### config.mk
export PLATFORM = sky130hd
export DESIGN_NAME = hilo_ctrl
export DESIGN_NICKNAME = d
export VERILOG_FILES = /design/src/rtl/hilo_ctrl.sv
export SDC_FILE = /design/constraint.sdc
export NUM_CORES = 1
export LEC_CHECK = 0
export BUFFER_PORTS_ARGS = -buffer_cell sky130_fd_sc_hd__buf_2
export CAP_MARGIN = 20
export CORE_ASPECT_RATIO = 0.5
export CORE_MARGIN = 2
export CORE_UTILIZATION = 45
export CTS_BUF_LIST = sky130_fd_sc_hd__clkbuf_8
export CTS_CLUSTER_DIAMETER = 100
export CTS_CLUSTER_SIZE = 8
export DETAILED_ROUTE_END_ITERATION = 10
export PLACE_DENSITY = 0.81
export SETUP_SLACK_MARGIN = 0.05
export SYNTH_ARGS = -nofsm -noshare
export SYNTH_HDL_FRONTEND = slang
export SYNTH_SLANG_ARGS = --single-unit
### constraint.sdc
create_clock -name clk -period 2.6 [get_ports clk]
set_clock_uncertainty 0.05 [all_clocks]
set_input_delay 0.39 -clock clk [delete_from_list [all_inputs] [get_ports clk]]
set_output_delay 0.39 -clock clk [all_outputs]
set_load 0.01 [all_outputs]
### src/rtl/hilo_ctrl.sv
// HI/LO result-path sequencer: serialises MULT/DIV/MFxx/MTxx requests,
// launches the mult/div units, commits their results and bounds their latency.
module hilo_ctrl #(
  parameter int unsigned TIMEOUT = 64
) (
  input  logic        clk,
  input  logic        reset,
  input  logic        req,
  input  logic [2:0]  req_op,
  input  logic [31:0] wdata,
  output logic        ack,
  output logic        busy,
  output logic        mult_start,
  input  logic        mult_done,
  input  logic [31:0] mult_hi,
  input  logic [31:0] mult_lo,
  output logic        div_start,
  input  logic        div_done,
  input  logic        div_zero,
  input  logic [31:0] div_hi,
  input  logic [31:0] div_lo,
  output logic [31:0] hi,
  output logic [31:0] lo,
  output logic [31:0] mf_data,
  output logic        mf_valid,
  output logic        div_zero_exc,
  output logic        timeout_err
);

  localparam int unsigned CNT_W = $clog2(TIMEOUT + 1);

  localparam logic [2:0] OP_MULT = 3'b000;
  localparam logic [2:0] OP_DIV  = 3'b001;
  localparam logic [2:0] OP_MFHI = 3'b010;
  localparam logic [2:0] OP_MFLO = 3'b011;
  localparam logic [2:0] OP_MTHI = 3'b100;
  localparam logic [2:0] OP_MTLO = 3'b101;

  typedef enum logic [2:0] {
    IDLE, M_LAUNCH, M_WAIT, D_LAUNCH, D_WAIT
  } state_t;

  state_t             state;
  logic [CNT_W-1:0]   wait_cnt;

  // Strobes decoded straight from the state register; ack must answer in-cycle.
  assign ack        = req & (state == IDLE);
  assign busy       = (state != IDLE);
  assign mult_start = (state == M_LAUNCH);
  assign div_start  = (state == D_LAUNCH);

  always_ff @(posedge clk or negedge reset) begin
    if (!reset) begin
      state        <= IDLE;
      wait_cnt     <= '0;
      hi           <= '0;
      lo           <= '0;
      mf_data      <= '0;
      mf_valid     <= 1'b0;
      div_zero_exc <= 1'b0;
      timeout_err  <= 1'b0;
    end else begin
      mf_valid     <= 1'b0;
      div_zero_exc <= 1'b0;
      timeout_err  <= 1'b0;
      case (state)
        IDLE: begin
          if (req) begin
            case (req_op)
              OP_MULT: state <= M_LAUNCH;
              OP_DIV:  state <= D_LAUNCH;
              OP_MFHI: begin mf_data <= hi; mf_valid <= 1'b1; end
              OP_MFLO: begin mf_data <= lo; mf_valid <= 1'b1; end
              OP_MTHI: hi <= wdata;
              OP_MTLO: lo <= wdata;
              default: ;
            endcase
          end
        end
        // Done is not sampled here: the unit's done level may still be stale.
        M_LAUNCH: begin
          wait_cnt <= '0;
          state    <= M_WAIT;
        end
        M_WAIT: begin
          if (mult_done) begin
            hi    <= mult_hi;
            lo    <= mult_lo;
            state <= IDLE;
          end else if (wait_cnt == CNT_W'(TIMEOUT)) begin
            timeout_err <= 1'b1;
            state       <= IDLE;
          end else begin
            wait_cnt <= wait_cnt + CNT_W'(1);
          end
        end
        D_LAUNCH: begin
          wait_cnt <= '0;
          state    <= D_WAIT;
        end
        D_WAIT: begin
          if (div_done) begin
            if (div_zero) begin
              div_zero_exc <= 1'b1;
            end else begin
              hi <= div_hi;
              lo <= div_lo;
            end
            state <= IDLE;
          end else if (wait_cnt == CNT_W'(TIMEOUT)) begin
            timeout_err <= 1'b1;
            state       <= IDLE;
          end else begin
            wait_cnt <= wait_cnt + CNT_W'(1);
          end
        end
        default: state <= IDLE;
      endcase
    end
  end

endmodule

# ---- After elaboration in Yosys (flattened, before gate mapping)
# Cells that the tools add are included.
dict set report op_classes {
  addsub 1
  eq_ne 19
  n_mux 33
  n_bitwise 1
  n_reduce_logical 13
}
# cell count
set ops {}
lappend ops {{$mux 32} 10}
lappend ops {{$pmux 32 s3} 2}
lappend ops {{$pmux 32 s2} 1}
lappend ops {{$mux 7} 3}
lappend ops {{$pmux 7 s3} 1}
lappend ops {{$pmux 3 s5} 1}
lappend ops {{$eq 3x2->1 const B} 4}
lappend ops {{$mux 3} 4}
lappend ops {{$ne 2x2->1 const B} 6}
lappend ops {{$reduce_and 6->1} 2}
lappend ops {{$eq 3x3->1 const B} 3}
lappend ops {{$mux 1} 9}
lappend ops {{$reduce_bool 3->1} 3}
lappend ops {{$add 7x1->7 const B} 1}
lappend ops {{$eq 7x7->1 const B} 1}
lappend ops {{$eq 3x1->1 const B} 2}
lappend ops {{$logic_not 3->1} 2}
lappend ops {{$pmux 3 s2} 1}
lappend ops {{$reduce_and 3->1} 2}
lappend ops {{$ne 2x1->1 const B} 2}
lappend ops {{$reduce_or 2->1} 2}
lappend ops {{$ne 3x1->1 const B} 1}
lappend ops {{$pmux 1 s2} 1}
lappend ops {{$reduce_and 2->1} 1}
lappend ops {{2 further kinds} 2}
dict set report word_totals {
  ff_bits 109
  input_bits 169
  output_inout_bits 103
  elab_cells 75
}

# ---- Logic depth before layout (Yosys ltp)
# Gate-level depths: netlist of run 1.
dict set report logic_depth {
  depth_word 5
  depth_mapped 7
  ltp_nobuf 6
}

# ---- Worst setup path before layout of run 1
# No wires, ideal clock.
dict set report synth_timing {
  path_kind {register to register}
  from {register state[2]}
  to {register hi[10]}
  setup_ns 0.125
  arrival_ns 1.752
  t_required_ns 2.425
  setup_slack_ns 0.673
  stages_incl_launch_ff 7
  path_buffers 2
  synth_period_minus_slack_ns 1.927
  path_cell_list {dfrtp_1 > buf_6 > or3b_4 > buf_2 > and3_1 > a221o_1 > mux2_4}
}
dict set report synth_between {
  elab_chain_len 3
  word_cells_on_any_way 11
  cone_classes {eq/ne (7); mux (1); reduce/logical (3)}
}
# element line
set synth_lines {}
lappend synth_lines {{start: declaration} 43} ;# state_t state;
lappend synth_lines {{start signal: assignment} 54} ;# state <= IDLE;
lappend synth_lines {{start signal: assignment} 70} ;# OP_MULT: state <= M_LAUNCH;
lappend synth_lines {{start signal: assignment} 71} ;# OP_DIV: state <= D_LAUNCH;
lappend synth_lines {{$eq 3x3->1, or another cell as far along} 66} ;# case (state)
lappend synth_lines {{$ne 2x2->1 (no line), or another cell as far along} n/a}
lappend synth_lines {{$reduce_and 6->1 (no line)} n/a}
lappend synth_lines {{end signal: assignment} 74} ;# OP_MTHI: hi <= wdata;
lappend synth_lines {{end signal: assignment} 87} ;# hi <= mult_hi;
lappend synth_lines {{end signal: assignment} 106} ;# hi <= div_hi;
lappend synth_lines {{end: declaration} 22} ;# output logic [31:0] hi,
# Several ways; a longest one is shown, not always the timed one.
# A chain may end at the register's enable or synchronous reset.

# ---- Final worst setup path of run 1
dict set report layout_timing {
  from {register state[2]}
  to {register hi[0]}
}
# Same word-level chain as after synthesis.

==> impl_metrics.yaml, run 1 <==
critical_path:
  r2r_slack_ns: 0.23
  worstSetupPathType: "reg2reg"
  cp-end-kind: "flip-flop"
  critPathArrivalTime_ns: 2.57
  cp_max_fo: 15
  cp_data_required_time_ns: 2.80
  critPathLaunchType: "flip-flop"
clock_network:
  clk_path_buf_depth: 2
  cts_tree: "built"
  clkLatencyLatePin_ns: 0.36
  path_clk_slew_ns: 0.11
  cts_setup_buffers: 0
  cts_made_buffers: 9
  cts.htree.levels: 3
  cts-root-buf: "clkbuf_8"
  cts.sinks: 109
synthesis:
  synth_cells: 481
  synth_top_family_by_area: "multiplexers"
  synthesis.nets: 652
  synth_cell_types: 46
  synthXorXnorAreaFrac_pct: 0
  ys_ff_latch: 109
  synth_edf_count: 0
  avgSynthCellArea_sq_um: 12.0
  synth_compound_area_share_pct: 16.6
  synth.yosys.warnings: 0
  synthSimpleGateAreaFrac_pct: 10.6
  synth_fa_ha_area_share_pct: 0.435
  synth_top_flop_cell: "dfrtp_1"
  muxShareOfSynthArea_pct: 20.8
  synthArstFlopShare_pct: 100
  syn_area_sq_mm: 0.00575
  ys_seq_area_share_pct: 47.5
grt:
  grt_max_degree: 66
  antenna_found_initial: 0
  grt_pass1_wl_mm: 26.7
  grt_pass1_vias: 5207
  grt_overflow: 0
  track_usage_pct: 24.6
min_path:
  min_path_type: "in2reg"
outcome:
  status: "finished, final reports clean"
floorplan:
  dieArea_sq_mm: 0.0137
  die_width_um: 164
  io_pins: 272
  core_sq_mm: 0.0126
  num_rows: 29
  start_util_pct: 45.8
  die_height_um: 83.9
routing:
  route.detailed.drc: 0
  firstDrtPassIters: 4
  ant_nets: 0
  via_per_inst: 5.48
  drtIter0Drc: 278
  drt_wl_total_mm: 16.8
  dr_total_vias: 5024
  wl_per_cell_um: 18.4
cells_and_area:
  post-route-util_pct: 59.7
  nNetsFinal: 912
  drive_gt1_share_pct: 51.6
  area_growth_pct: 30.4
  diodes: 0
  stdcell_count: 916
timing:
  fin_tns_setup_ns: 0
  period_share_pct: 91.2
  relSlewSlack_pct: 41.6
  setup_viol: 0
  hold_violations: 0
  slew_viol_final: 0
  finalCriticalPeriod_ns: 2.37
  rsz0062_at_grt: "no"
  worst_pin_slew_ns: 0.874
  fmax_ghz: 0.422
flow_run:
  cap_violations: 0
power_and_ir_drop:
  powerDensity_mw_per_mm2: 961
  p_leak_nw: 4.05
  ir_drop_uv: 380
  finalPower_mw: 7.21
placement:
  placedCellCount: 899
  routabilityCongestion: 0.863
  dpl.hpwl_mm: 12.8
  io_buffers: 271
-- stage by stage --
step	hold WS, ns	worst slack [ns]	cell area (sq um)
2_1_floorplan	0.0444	0.673	5750
4_1_cts	0.227	0.255	7500
3_5_place_dp	0.360	0.277	7290
6_report	0.252	0.229	7500
3_3_place_gp	0.353	0.336	7290
5_1_grt	0.243	0.134	7500
-- worst paths after layout --
check                       startpoint      endpoint  depth (start not counted)
max reg2reg                   state[2]         hi[0]                          5
min in group asynchronous        reset         hi[9]                          2
min reg2reg                mf_data[18]   mf_data[18]                          2
max in group asynchronous        reset        lo[20]                          3
max                           state[2]         hi[0]                          5
min                           div_zero  div_zero_exc                          2
-- flip-flops by register name, indices dropped and copies added (netlist names) --
signal and count:
lo 32, timeout_err 1, hi 32, wait_cnt 7, mf_valid 1, mf_data 32
div_zero_exc 1, state 3
-- Yosys cell counts, types with 2 or more instances --
cell      number  area (sq um)
dfrtp_1      109          2730
a221o_1       64           641
nand2_1       39           146
mux2i_1       37           370
mux2_2        36           405
o21ai_0       35           175
and3_1        30           188
mux2_4        28           420
clkbuf_1      21          78.8
buf_2          8          40.0
buf_4          8          60.1
nor2_1         7          26.3
inv_1          5          18.8
nand2b_1       4          25.0
and2_1         3          18.8
and3_2         3          22.5
buf_6          3          33.8
nand3_1        3          15.0
nand3b_1       3          22.5
a211oi_2       2          25.0
a31oi_1        2          12.5
and4_1         2          17.5
ha_1           2          25.0
nor2b_1        2          12.5
nor3b_1        2          15.0
o21ai_1        2          10.0
o311a_1        2          20.0
-- report_power, final --
part / total (mW) / internal (mW) / switching, mW / leakage, nW
Combinational: 3.13 / 1.61 / 1.51 / 2.61
Clock: 1.04 / 0.450 / 0.589 / 0.0937
Sequential: 3.04 / 2.47 / 0.572 / 1.35
Total: 7.21 / 4.53 / 2.67 / 4.05
-- cell families after synthesis --
family / after synthesis
buffers and inverters: 46
DFF: 109
adders and majority gates: 2
AOI/OAI and AO/OA: 114
and+or+nand+nor: 109
muxes: 101
-- worst max-delay path: stages, from the launching register on --
cell	delay, ns
dfrtp_1	0.64
or3b_1	0.55
buf_4	0.26
and3_1	0.19
a221o_1	0.29
mux2_4	0.26
-- layer usage --
metal,wire length (um),global-route usage (%),vias to the layer above
met3,729,4.37,31
met1,7190,31.6,2489
met4,361,8.21,0
met5,0,0,-
li1,-,-,2358
met2,8530,42.1,146
-- cell type report --
type,instances,area (sq um)
tap,170,213
fill,1106,5060
timing repair buffer,290,1540
inverter,5,18.8
sequential,109,2730
clock buffer,9,124
clock inverter,7,73.8
multi-input combinational,326,2800
-- cells in the final DEF (no fill, tap or decap), types with 3 or more instances in the layout --
cell        instances
inv_1               6
buf_12              3
buf_4              16
nor2_1              7
clkbuf_8            9
nand2_1            39
mux2_4             28
nand3_1             3
buf_2             270
mux2_2             36
and3_1             30
mux2i_1            37
clkinvlp_4          3
a221o_1            64
dfrtp_1           109
nand3b_1            3
and3_2              3
nand2b_1            4
o21ai_0            35
-- what timing repair did --
item,4_1_cts,5_1_grt
resized for setup,0,0
endpoints found under the hold margin,38,0
hold buffers,1,0
No activity file was read; power rests on OpenSTA's default activity.
==> run 2: changes to the inputs <==
--- a/config.mk
+++ b/config.mk
@@ -14,7 +14,7 @@
 export CTS_CLUSTER_DIAMETER = 100
 export CTS_CLUSTER_SIZE = 8
 export DETAILED_ROUTE_END_ITERATION = 10
-export PLACE_DENSITY = 0.81
+export PLACE_DENSITY = 0.79
 export SETUP_SLACK_MARGIN = 0.05
 export SYNTH_ARGS = -nofsm -noshare
 export SYNTH_HDL_FRONTEND = slang
==> run 2 against run 1 <==
Compared with the run above:
- hold slack improved by 0.021 ns
- setup slack improved by 0.047 ns
- register-to-register slack improved by 0.05 ns
- combinational power barely moved
- clock-buffer cell count did not move
- die area did not move
- fmax rose by 2.0%
- non-clock buffer count fell by 4
- wire length rose by 0.58%
==> impl_metrics.yaml, run 2 (synthesized netlist as in run 1, its figures left out) <==
min_path:
  min_path_type: "in2reg"
cells_and_area:
  area_growth_pct: 29.8
  diodes: 0
  seq_area_sq_mm: 0.00273
  nNetsFinal: 908
  largest_registers: "hi x32, lo x32, mf_data x32"
  multiInputGateArea_sq_mm: 0.00280
  final_common_cell: "buf_2"
  drive_gt1_share_pct: 51.5
  final_cell_mix: "buf_2, dfrtp_1, a221o_1, nand2_1, mux2i_1"
  num-fill-cells: 1096
placement:
  dpl.hpwl_mm: 12.3
  routabilityCongestion: 0.849
  io_buffers: 271
routing:
  highest_layer: "met4"
  ant_nets: 0
  wl_met1_mm: 7.02
  drtIter0Drc: 275
  route.detailed.drc: 0
  drt_wl_total_mm: 16.9
  via_per_inst: 5.56
  wl_met2_mm: 8.60
  dr_total_vias: 5075
  wl_per_cell_um: 18.5
  met3RoutedLength_um: 873
  firstDrtPassIters: 5
grt:
  grt_max_degree: 69
  grt_overflow: 0
  antenna_found_initial: 0
  grt_pass1_wl_mm: 26.4
  grt_pass1_vias: 5263
  track_usage_pct: 24.4
timing:
  rsz0062_at_grt: "no"
  finalCriticalPeriod_ns: 2.32
  relSlewSlack_pct: 42.1
  fin_tns_setup_ns: 0
  worst_pin_slew_ns: 0.867
  hold_violations: 0
  slew_viol_final: 0
  period_share_pct: 89.4
  setup_viol: 0
  fmax_ghz: 0.430
clock_network:
  cts_setup_buffers: 0
  cts_made_buffers: 9
  cts_resized: 0
  cts.htree.levels: 3
  cts_tree: "built"
  cts.sinks: 109
  clk_path_buf_depth: 2
  cts.hold.buffers_added: 1
  clkLatencyLatePin_ns: 0.36
  cts-root-buf: "clkbuf_8"
  path_clk_slew_ns: 0.11
critical_path:
  worstSetupPathType: "reg2reg"
  crit_family: "simple AND/OR/NAND/NOR gates"
  cpPeakStageDelay_ns: 0.57
  cp_data_required_time_ns: 2.81
  cp_max_fo: 27
  critPathArrivalTime_ns: 2.53
  cp-end-kind: "flip-flop"
  critPathLaunchType: "flip-flop"
  crit_slowest_cell: "or3b_1"
  cp_num_buf_inv: 1
  crit_chain: "or3b_1 -> buf_4 -> and3_1 -> a221o_1 -> mux2_4"
floorplan:
  die_width_um: 164
  dieArea_sq_mm: 0.0137
  num_rows: 29
  start_util_pct: 45.8
  io_pins: 272
  core_sq_mm: 0.0126
  die_height_um: 83.9
flow_run:
  cap_violations: 0
power_and_ir_drop:
  p_leak_nw: 4.04
  ir_drop_uv: 392
  finalPower_mw: 7.12
  powerDensity_mw_per_mm2: 954
outcome:
  status: "finished, final reports clean"
-- run 2: cell count changes in the layout (fill, tap and decap cells not counted) --
cell        delta
clkinvlp_4     -3
buf_12         +1
clkinv_2       +2
inv_1          -1
buf_4          -5
bufinv_16      -1
inv_6          +3
-- run 2: routing by layer --
metal | vias to the layer above | track usage [%]
li1 | 2346 | -
met1 | 2516 | 30.5
met2 | 175 | 42.3
met3 | 38 | 4.62
met4 | 0 | 9.01
met5 | - | 0
-- run 2: layout make-up --
type / count / share of cell area [%]
inverter: 5 / 0.252
multi-input combinational: 326 / 37.5
sequential: 109 / 36.6
clock inverter: 7 / 0.721
tap: 170 / 2.85
clock buffer: 9 / 1.66
timing repair buffer: 286 / 20.4
-- run 2: path summary, 6_finish.rpt --
| path | cells past startpoint | endpoint | start | slack [ns] |
|---|---|---|---|---|
| setup / recovery | 5 | hi[29] | state[1] | 0.28 |
| hold / removal | 2 | div_zero_exc | div_zero | 0.27 |
| setup reg to reg | 5 | hi[29] | state[1] | 0.28 |
| hold reg to reg | 2 | mf_data[19] | mf_data[19] | 0.43 |
| max in group asynchronous | 3 | hi[22] | reset | 1.53 |
| min in group asynchronous | 3 | wait_cnt[4] | reset | 0.51 |
-- run 2: report_power, final --
| group | total [mW] | switching [mW] | internal, mW |
|---|---|---|---|
| Combinational | 3.12 | 1.51 | 1.61 |
| Sequential | 3.03 | 0.557 | 2.47 |
| Clock | 0.967 | 0.604 | 0.364 |
| Total | 7.12 | 2.67 | 4.44 |
-- run 2: through the flow --
stage / instance area (sq um) / utilization [%] / hold WS, ns / cells / setup WS, ns
after floorplan: 5750 / - / 0.0444 / 481 / 0.673
after global placement: 7270 / 57.9 / 0.385 / 895 / 0.366
after detailed placement: 7270 / 57.9 / 0.383 / 895 / 0.318
after CTS: 7460 / 59.4 / 0.258 / 912 / 0.312
after global routing: 7460 / 59.4 / 0.255 / 912 / 0.179
final: 7460 / 59.4 / 0.273 / 912 / 0.276
